==> src/rtl/router_pkg.sv <==
// Shared definitions for the router output-port slice: header field layout,
// framing states, the forwarded beat format and the default stall timeout.
package router_pkg;

    localparam int HDR_LEN_MSB    = 7;
    localparam int HDR_LEN_LSB    = 2;
    localparam int HDR_DEST_MSB   = 1;
    localparam int ROUTER_TIMEOUT = 30;

    typedef enum logic [1:0] {
        HDR,
        BODY,
        FLUSH
    } frame_state_t;

    typedef struct packed {
        logic [7:0] data;
        logic       sop;
        logic       eop;
    } beat_t;

    // Words still expected after a header: L payload bytes plus the parity byte.
    function automatic logic [6:0] hdr_words_left(input logic [7:0] hdr);
        return {1'b0, hdr[HDR_LEN_MSB:HDR_LEN_LSB]} + 7'd1;
    endfunction

endpackage

==> src/rtl/router_out_skid.sv <==
// Two-entry {data, sop, eop} output buffer; entry 0 is the head presented to
// the client. Flush empties it synchronously and takes priority over push/pop.
module router_out_skid
    import router_pkg::*;
(
    input  logic       clk_in,
    input  logic       resetn,
    input  logic       push,
    input  beat_t      push_beat,
    input  logic       pop,
    input  logic       flush,
    output beat_t      head,
    output logic [1:0] occ
);

    beat_t      entry_reg [2];
    logic [1:0] occ_reg;

    always_ff @(posedge clk_in) begin
        if (!resetn || flush) begin
            entry_reg[0] <= '0;
            entry_reg[1] <= '0;
            occ_reg      <= 2'd0;
        end else begin
            case ({push, pop})
                2'b11: begin
                    if (occ_reg == 2'd2) begin
                        entry_reg[0] <= entry_reg[1];
                        entry_reg[1] <= push_beat;
                    end else begin
                        entry_reg[0] <= push_beat;
                    end
                end
                2'b01: begin
                    entry_reg[0] <= entry_reg[1];
                    occ_reg      <= occ_reg - 2'd1;
                end
                2'b10: begin
                    if (occ_reg == 2'd0) begin
                        entry_reg[0] <= push_beat;
                    end else begin
                        entry_reg[1] <= push_beat;
                    end
                    occ_reg <= occ_reg + 2'd1;
                end
                default: ;
            endcase
        end
    end

    assign head = entry_reg[0];
    assign occ  = occ_reg;

endmodule

==> src/rtl/router_out_port.sv <==
// Read-side controller for one router output FIFO: frames packets, forwards them
// on a valid/ready stream and times out stalled clients. ROUTER_OUT_PARITY_CHK_EN builds the parity checker.
module router_out_port
    import router_pkg::*;
#(
    parameter int TIMEOUT = ROUTER_TIMEOUT
) (
    input  logic       clk_in,
    input  logic       resetn,
    input  logic       fifo_empty_in,
    output logic       fifo_rd_en_out,
    input  logic [7:0] fifo_data_in,
    input  logic       fifo_hdr_in,
    output logic [7:0] m_data_out,
    output logic       m_valid_out,
    input  logic       m_ready_in,
    output logic       m_sop_out,
    output logic       m_eop_out,
    output logic       parity_err_out,
    output logic       frame_err_out,
    output logic       soft_reset_out
);

    frame_state_t state_reg, state_next;
    logic [6:0]   rem_reg, rem_next;
    logic [7:0]   stall_cnt_reg, stall_cnt_next;
    logic         inflight_reg;

    logic         push, pop, stall, timeout, rd_en, frame_err;
    beat_t        push_beat, head;
    logic [1:0]   occ;
    logic [2:0]   pending;

    router_out_skid u_skid (
        .clk_in    (clk_in),
        .resetn    (resetn),
        .push      (push),
        .push_beat (push_beat),
        .pop       (pop),
        .flush     (timeout),
        .head      (head),
        .occ       (occ)
    );

    assign m_valid_out = (occ != 2'd0);
    assign m_data_out  = head.data;
    assign m_sop_out   = head.sop;
    assign m_eop_out   = head.eop;

    assign pop     = m_valid_out && m_ready_in;
    assign stall   = m_valid_out && !m_ready_in;
    assign timeout = stall && (stall_cnt_reg == 8'(TIMEOUT - 1));
    assign stall_cnt_next = (stall && !timeout) ? stall_cnt_reg + 8'd1 : 8'd0;

    // A read is allowed only if the buffer can still absorb it when it lands next cycle.
    assign pending = {1'b0, occ} + {2'b00, inflight_reg};
    assign rd_en   = resetn && !fifo_empty_in && (state_reg != FLUSH) &&
                     ((pending < 3'd2) || ((pending == 3'd2) && pop));

    always_comb begin
        state_next     = state_reg;
        rem_next       = rem_reg;
        push           = 1'b0;
        push_beat      = '0;
        frame_err      = 1'b0;
        case (state_reg)
            FLUSH: state_next = HDR;
            default: begin
                if (inflight_reg) begin
                    if (fifo_hdr_in) begin
                        frame_err      = (state_reg == BODY);
                        rem_next       = hdr_words_left(fifo_data_in);
                        push           = 1'b1;
                        push_beat.data = fifo_data_in;
                        push_beat.sop  = 1'b1;
                        state_next     = BODY;
                    end else if (state_reg == BODY) begin
                        rem_next       = rem_reg - 7'd1;
                        push           = 1'b1;
                        push_beat.data = fifo_data_in;
                        push_beat.eop  = (rem_reg == 7'd1);
                        if (rem_reg == 7'd1) begin
                            state_next = HDR;
                        end
                    end else begin
                        frame_err = 1'b1;
                    end
                end
            end
        endcase
        if (timeout) begin
            state_next = FLUSH;
            rem_next   = '0;
            push       = 1'b0;
            push_beat  = '0;
            frame_err  = 1'b0;
        end
    end

    always_ff @(posedge clk_in) begin
        if (!resetn) begin
            state_reg     <= HDR;
            rem_reg       <= '0;
            stall_cnt_reg <= '0;
            inflight_reg  <= 1'b0;
        end else begin
            state_reg     <= state_next;
            rem_reg       <= rem_next;
            stall_cnt_reg <= stall_cnt_next;
            inflight_reg  <= rd_en;
        end
    end

    assign fifo_rd_en_out = rd_en;
    assign frame_err_out  = resetn && frame_err;
    assign soft_reset_out = resetn && timeout;

`ifdef ROUTER_OUT_PARITY_CHK_EN
    logic [7:0] par_reg, par_next;
    logic       parity_err;

    // The running XOR excludes the parity byte itself, so it must equal that byte.
    always_comb begin
        par_next   = par_reg;
        parity_err = 1'b0;
        if (timeout) begin
            par_next = '0;
        end else if (push && push_beat.sop) begin
            par_next = fifo_data_in;
        end else if (push) begin
            par_next   = par_reg ^ fifo_data_in;
            parity_err = push_beat.eop && (par_reg != fifo_data_in);
        end
    end

    always_ff @(posedge clk_in) begin
        if (!resetn) begin
            par_reg <= '0;
        end else begin
            par_reg <= par_next;
        end
    end

    assign parity_err_out = resetn && parity_err;
`else
    assign parity_err_out = 1'b0;
`endif

endmodule
==> config.mk <==
export PLATFORM = sky130hd
export DESIGN_NAME = router_out_port
export DESIGN_NICKNAME = d
export VERILOG_FILES = /design/src/rtl/router_pkg.sv /design/src/rtl/router_out_skid.sv /design/src/rtl/router_out_port.sv
export SDC_FILE = /design/constraint.sdc
export NUM_CORES = 1
export LEC_CHECK = 0
export ABC_AREA = 1
export BUFFER_PORTS_ARGS = -buffer_cell sky130_fd_sc_hd__clkbuf_2
export CAP_MARGIN = 20
export CORE_MARGIN = 4
export CORE_UTILIZATION = 59
export DETAILED_ROUTE_END_ITERATION = 8
export MAX_ROUTING_LAYER = met4
export PLACE_DENSITY_LB_ADDON = 0.05
export SLEW_MARGIN = 20
export SYNTH_ARGS = -nofsm -noshare
export SYNTH_HDL_FRONTEND = slang
export SYNTH_SLANG_ARGS = --single-unit
==> constraint.sdc <==
create_clock -name clk_in -period 3.47 [get_ports clk_in]
set_input_delay 0.1735 -clock clk_in [delete_from_list [all_inputs] [get_ports clk_in]]
set_output_delay 0.1735 -clock clk_in [all_outputs]
set_load 0.01 [all_outputs]
# ---- Word level (Yosys, flattened, before mapping)
# Memory sizes are Yosys's and may differ from the RTL's.
# Cells that the tools add are included.
dict set report op_classes {
  addsub 6
  n_lt_le_gt_ge 1
  eq_ne 10
  mux 54
  bitwise_logic 8
  n_reduce_logical 30
}
# operator n
set ops {}
lappend ops {{$mux 10} 9}
lappend ops {{$mux 1} 34}
lappend ops {{$mux 8} 2}
lappend ops {{$mux 7} 2}
lappend ops {{$mux 2} 6}
lappend ops {{$logic_and 1x1->1} 10}
lappend ops {{$reduce_and 3->1} 3}
lappend ops {{$add 8x1->8 const B} 1}
lappend ops {{$eq 2x2->1 const B} 4}
lappend ops {{$eq 8x5->1 const B} 1}
lappend ops {{$reduce_bool 2->1} 4}
lappend ops {{$reduce_bool 4->1} 2}
lappend ops {{$add 6x1->7 const B} 1}
lappend ops {{$eq 7x1->1 const B} 1}
lappend ops {{$sub 7x1->7 const B} 1}
lappend ops {{$or 1x1->1} 6}
lappend ops {{$eq 2x1->1 const B} 2}
lappend ops {{$logic_not 1->1} 4}
lappend ops {{$pmux 2 s2} 1}
lappend ops {{$add 2x1->3} 1}
lappend ops {{$eq 3x2->1 const B} 1}
lappend ops {{$lt 3x2->1 const B} 1}
lappend ops {{$reduce_bool 3->1} 1}
lappend ops {{$reduce_or 3->1} 1}
lappend ops {{other kinds (8)} 10}
dict set report totals {
  register_bits 20
  ramBits 20
  input_bits 13
  output_inout_bits 15
  word_cells 116
  mem_count 1
}
# memory depth word_bits rd rd_clocked_by_memory_dff wr line_no
set mem_list {}
lappend mem_list {u_skid.entry_reg 2 10 2 0 2 router_out_skid.sv:16} ;# beat_t entry_reg [2];

# ---- Depth between registers and ports, before layout
# Gate-level depths: netlist of the first run.
dict set report depth {
  ltp_word 14
  depth_mapped 19
  mapped_depth_nobuf 18
}

# ---- By module
# From an unflattened synthesis of the first run, not the netlist that was laid out.
dict set report unflattened {
  cells_unflattened 432
  area_unflattened_um2 2990.4
}
# module instances cells_each area_per_inst_um2 seq_area_each_um2
set by_module_without_submodules {}
lappend by_module_without_submodules {router_out_skid 1 216 1606.5 640.6}
lappend by_module_without_submodules {router_out_port 1 216 1383.8 360.3}

# ---- Least setup slack after synthesis of the first run
# OpenSTA, ideal clock, no wires.
dict set report synth_path {
  path_kind {register -> register}
  start {register state_reg[0]}
  end {memory u_skid.entry_reg[0][0] in the netlist's numbering (enable)}
  setup_ps 391
  t_arrival_ps 2740
  required_ps 3079
  path_slack_ps 339
  path_stages_with_launch 18
  n_path_buf 0
  period_less_slack_ps 3131
  path_cell_list {dfxtp_1 > inv_1 > ha_1 > inv_1 > nand2_1 > inv_1 > nand2_1 > inv_1 > nand2_1 > inv_1 > ha_1 > nand2_1 > nand2_1 > nand2_1 > nand2_1 > nand3_1 > nand2_1 > o21ai_0}
}
# item line_no
set synth_rtl {}
lappend synth_rtl {{start: declaration} router_out_port.sv:24} ;# frame_state_t state_reg, state_next;
lappend synth_rtl {{start signal: assignment} router_out_port.sv:107} ;# state_reg <= state_next;
lappend synth_rtl {{end: declaration} router_out_skid.sv:16}

==> results of run 1 <==
cell usage after synthesis (all sizes together):
cell type / n / area, sq um
nand2: 107 / 420
a21oi: 21 / 105
o21ai: 15 / 86.3
clkinv: 1 / 3.75
buf: 17 / 116
nand4: 13 / 81.3
nand3: 26 / 148
ha: 14 / 175
xor2: 5 / 43.8
nor4: 2 / 12.5
nor2: 47 / 201
inv: 58 / 220
o211ai: 1 / 7.51
clkbuf: 2 / 7.51
dfxtp: 20 / 400
a31oi: 1 / 6.26
a21o: 1 / 7.51
edfxtp: 20 / 601
conb: 1 / 3.75
nor3b: 1 / 7.51
o21a: 1 / 7.51
nor3: 9 / 45.0
stage by stage:
| step | utilization [%] | hold slack [ns] |
|---|---|---|
| 2_1_floorplan | - | 0.251 |
| 3_3_place_gp | 64.6 | 0.370 |
| 3_5_place_dp | 64.6 | 0.365 |
| 4_1_cts | 66.6 | 0.0461 |
| 5_1_grt | 66.6 | 0.0520 |
| 6_report | 66.6 | 0.0555 |
critical path, delay by kind of cell (launching register included):
family          cells  cell delay [ns]
compound gates      1             0.18
simple gates        8             1.14
fa+ha+maj           2             0.41
flops               1             0.33
buf+inv             6             0.77
layer usage:
layer / routed length (um) / up-vias
met5: 0 / -
li1: - / 1255
met1: 2640 / 1077
met2: 2690 / 72
met4: 106 / 0
met3: 364 / 9
worst paths after layout:
kind                                                   from                                to  slack (ns)  cells past startpoint
worst min-delay path                          fifo_empty_in           inflight_reg$_SDFF_PN0_        0.06                      2
worst min register to register  stall_cnt_reg[0]$_SDFF_PN0_       stall_cnt_reg[0]$_SDFF_PN0_        0.47                      1
worst max register to register    state_reg[0]$_SDFFE_PP0P_  u_skid.entry_reg[0][9]$_DFFE_PP_        0.39                     17
worst max-delay path              state_reg[0]$_SDFFE_PP0P_  u_skid.entry_reg[0][9]$_DFFE_PP_        0.39                     17
power groups by stage:
stage	sequential (W)	combinational (W)	clock [W]
3_3_place_gp	0.000630	0.000381	0
5_1_grt	0.000631	0.000438	0.000344
6_report	0.000623	0.000388	0.000316
2_1_floorplan	0.000627	0.000304	0
3_5_place_dp	0.000633	0.000387	0
4_1_cts	0.000623	0.000389	0.000326
cell type report:
cell class                      instances  area (sq um)  share of cell area (%)
Multi-Input combinational cell        265          1360                    46.5
Timing Repair Buffer                   33           183                    6.26
Clock inverter                          3          18.8                   0.643
Inverter                               59           224                    7.67
Clock buffer                            5          68.8                    2.36
Tap cell                               52          65.1                    2.23
Sequential cell                        40          1000                    34.3
kinds of logic (layout without fill, tap and decap cells):
family	after synthesis	after routing	synth area share, %
xor gates and xnor gates	5	5	1.62
DFF	40	40	37.0
adders and majority gates	14	14	6.47
other	1	1	0.138
and+or+nand+nor	205	205	33.8
AOI/OAI and AO/OA	40	40	8.13
buffers and inverters	78	100	12.8
==> flow_summary.yaml, run 1 <==
grt:
  antenna_found_initial: 0
  grt_util_met1_pct: 28.2
  grtUsageMet2_pct: 34.7
  grt_overflow: 0
  grt_max_degree: 28
  grt_use_met3_pct: 4.49
  grt_pass1_vias: 2104
  globalRoute.busiestLayer: "met2"
  grt.total_usage_pct: 22.0
  grt_pass1_wl_mm: 9.32
logic_synthesis:
  yosysWarnings: 0
  synth_nets: 410
  synth_cell_types: 32
  syn_area_sq_um: 2710
  synth-seq-cells: 40
  synth_seq_area_share_pct: 37.0
  syn_inst: 383
  syn_avg_cell_area_sq_um: 7.07
setup_path:
  critPathRequiredTime_ns: 3.53
  crit_path_frequent_cell: "nand2_1"
  critPathKind: "flop to flop"
  slowest_delay_ns: 0.33
  end_kind: "flop"
  startpoint_type: "flop"
  arrival_ns: 3.14
  path_cells: "inv_1, ha_1, inv_1, nand2_1, inv_1, nand2_1, inv_1, nand2_1, inv_1, ha_1, a21oi_1, buf_4, nand3_2, nand2_1, nand2_1, nand2_1, nand2_1"
  cp_max_fo: 11
  crit_path_top_delay_cell: "dfxtp_1"
finish:
  layout_common_cells: "nand2_1 (105), inv_1 (57), nor2_1 (43)"
  diodes: 0
  syn_to_final_growth_pct: 7.81
  fin_area_sq_um: 2920
  fill_cells: 396
  drive_gt1_share_pct: 12.3
  stdcell_count: 457
  nNetsFinal: 431
  largest_register_ffs: 20
  layout_commonest_cell: "nand2_1"
die:
  row_count: 24
  die_h_um: 75.7
  io_pins: 28
  die_area_sq_um: 5740
  fp.coreArea_sq_um: 4380
  start_util_pct: 61.8
  die_x_um: 75.7
timing:
  tightest_slew_ns: 0.528
  fin_skew_ns: 0.00462
  hold_viol_final: 0
  finalCritPeriodShare_pct: 88.8
  setup_viol: 0
  fin_ws_ns: 0.390
  rsz0062_at_grt: "false"
  slew_headroom_pct: 64.7
  period_needed_ns: 3.08
  max_freq_mhz: 325
  fin_setup_tns_ns: 0
  drv_slew: 0
place:
  place_inst: 449
  hpwl_mm: 4.13
  gp_congestion: 0.819
  dp_slack_ns: 0.454
  portBuffers: 26
  placed_cell_area_sq_um: 2830
cts:
  post-cts-setup-buffers: 0
  cts_num_sinks: 40
  numCtsBuffers: 5
  cts.clk_slew.worst_paths_ns: 0.08
  root_buffer: "clkbuf_8"
  cts_max_path_buffers: 2
  clkLatencyLatePin_ns: 0.30
  cts_hold_repair.buffers: 0
  cts_tree: "done"
  htreeDepth: 2
  ctsResizeCount: 0
route:
  detail-route-antenna-nets: 0
  drt-initial-drc-count: 217
  wl_mm: 5.81
  firstDrtPassIters: 4
  wl_per_cell_um: 12.7
  vias_per_cell: 5.28
  num_vias: 2413
  drc: 0
pwr:
  p_comb_share_pct: 29.3
  switchingPower_w: 0.000477
  p_clk_share_pct: 23.8
  power.leakage_nw: 1.44
  p_sw_share_pct: 35.9
  p_int_w: 0.000851
  power_w: 0.00133
  pwr-share-seq_pct: 46.9
  cellPowerDensity_nw_per_um2: 455
  irDropWorstVdd_uv: 349
min_path:
  hold_path.class: "primary input to flop"
run_status:
  status: "completed"
run:
  drv_cap: 0
No activity file was read; power rests on OpenSTA's default activity.
==> run 2: changes to the inputs <==
--- a/config.mk
+++ b/config.mk
@@ -10,9 +10,10 @@
 export CAP_MARGIN = 20
 export CORE_MARGIN = 4
 export CORE_UTILIZATION = 59
+export CTS_CLUSTER_SIZE = 24
 export DETAILED_ROUTE_END_ITERATION = 8
 export MAX_ROUTING_LAYER = met4
-export PLACE_DENSITY_LB_ADDON = 0.05
+export PLACE_DENSITY = 0.91
 export SLEW_MARGIN = 20
 export SYNTH_ARGS = -nofsm -noshare
 export SYNTH_HDL_FRONTEND = slang
==> flow_summary.yaml, run 2 (synthesis gave the netlist of run 1 again) <==
run_status:
  status: "completed"
route:
  wl_mm: 5.36
  num_vias: 2362
  vias_per_cell: 5.18
  firstDrtPassIters: 4
  detail-route-antenna-nets: 0
  drt-initial-drc-count: 161
  drc: 0
  wl_per_cell_um: 11.8
timing:
  setup_viol: 0
  rsz0062_at_grt: "false"
  hold_viol_final: 0
  fin_skew_ns: 0.00805
  period_needed_ns: 3.16
  finalCritPeriodShare_pct: 91.0
  drv_slew: 0
  fin_setup_tns_ns: 0
  max_freq_mhz: 317
finish:
  layout_common_cells: "nand2_1 (105), inv_1 (57), nor2_1 (43)"
  fill_cells: 351
  nNetsFinal: 430
  diodes: 0
  syn_to_final_growth_pct: 9.20
  largest_register_ffs: 20
  fin_area_sq_um: 2960
  layout_commonest_cell: "nand2_1"
  stdcell_count: 456
  drive_gt1_share_pct: 12.1
grt:
  grt_pass1_wl_mm: 9.38
  grt.total_usage_pct: 21.8
  grt_pass1_vias: 2245
  grt_overflow: 0
  grt_max_degree: 28
  antenna_found_initial: 0
min_path:
  worstHoldEndpoint: "inflight_reg$_SDFF_PN0_"
  holdPathStages: 2
  holdCritStartpoint: "fifo_empty_in"
  hold_path.class: "primary input to flop"
pwr:
  cellPowerDensity_nw_per_um2: 491
  power_w: 0.00145
  power.leakage_nw: 1.46
  irDropWorstVdd_uv: 263
cts:
  cts_tree: "done"
  root_buffer: "clkbuf_8"
  htreeDepth: 2
  ctsResizeCount: 0
  clkLatencyLatePin_ns: 0.30
  cts_max_path_buffers: 2
  cts.clk_slew.worst_paths_ns: 0.07
  cts_hold_repair.buffers: 0
  cts_num_sinks: 40
  numCtsBuffers: 5
  post-cts-setup-buffers: 0
setup_path:
  regToRegEndpoint: "u_skid.entry_reg[0][19]$_DFFE_PP_"
  arrival_ns: 3.16
  critPathKind: "flop to flop"
  rr_worst_depth: 18
  r2r_start: "state_reg[0]$_SDFFE_PP0P_"
  startpoint_type: "flop"
  cp_max_fo: 10
  critPathRequiredTime_ns: 3.48
  end_kind: "flop"
  r2r_slack_ns: 0.31
place:
  placed_cell_area_sq_um: 2820
  gp_congestion: 0.893
  hpwl_mm: 4.11
  place_inst: 448
  portBuffers: 26
die:
  die_h_um: 75.7
  start_util_pct: 61.8
  die_x_um: 75.7
  row_count: 24
  die_area_sq_um: 5740
  fp.coreArea_sq_um: 4380
  io_pins: 28
run:
  drv_cap: 0
run 2: through the flow:
step	hold WS (ns)	setup slack, ns	utilization [%]
3_3_place_gp	0.369	0.475	64.4
4_1_cts	0.0530	0.349	67.4
2_1_floorplan	0.251	0.339	-
3_5_place_dp	0.369	0.386	64.4
6_report	0.0612	0.313	67.4
5_1_grt	0.0762	0.0544	67.4
run 2: worst max-delay path, cell delays in order (launching register included):
cell	delay, ns
dfxtp_1	0.33
inv_1	0.07
ha_1	0.22
inv_1	0.09
nand2_1	0.21
inv_1	0.14
nand2_1	0.23
inv_1	0.20
nand2_1	0.13
inv_1	0.06
ha_1	0.20
nand2_1	0.10
nand2_1	0.06
nand2_1	0.06
nand2_1	0.10
nand3_1	0.15
nand2_1	0.10
o21ai_0	0.20
buf_4	0.22
run 2: power by group:
| part | leakage, nW | internal (W) | switching (W) | total (W) |
|---|---|---|---|---|
| combinational | 1.03 | 0.000133 | 0.000246 | 0.000379 |
| sequential | 0.368 | 0.000578 | 0.0000420 | 0.000620 |
| clock | 0.0654 | 0.000288 | 0.000166 | 0.000454 |
run 2: worst max path at each step:
stage	startpoint	to	depth (start not counted)
6_report	state_reg[0]$_SDFFE_PP0P_	u_skid.entry_reg[0][19]$_DFFE_PP_	18
5_1_grt	state_reg[0]$_SDFFE_PP0P_	u_skid.entry_reg[0][16]$_DFFE_PP_	18
3_3_place_gp	fifo_hdr_in	u_skid.entry_reg[0][7]$_DFFE_PP_	15
2_1_floorplan	state_reg[0]$_SDFFE_PP0P_	u_skid.entry_reg[0][0]$_DFFE_PP_	17
4_1_cts	state_reg[0]$_SDFFE_PP0P_	u_skid.entry_reg[0][16]$_DFFE_PP_	18
3_5_place_dp	state_reg[0]$_SDFFE_PP0P_	u_skid.entry_reg[0][14]$_DFFE_PP_	18
run 2: layout make-up:
class	count	area, sq um	area share, %
inverter	59	224	7.58
sequential	40	1000	33.9
clock buffer	6	72.6	2.45
multi-input combinational	265	1360	46.0
timing repair buffer	32	175	5.92
tap	52	65.1	2.20
clock inverter	2	60.1	2.03
run 2: metal layers:
layer / track usage [%] / wire length (um)
met1: 23.3 / 2280
met2: 39.5 / 2770
met3: 4.35 / 238
met4: 7.77 / 77
met5: - / 0
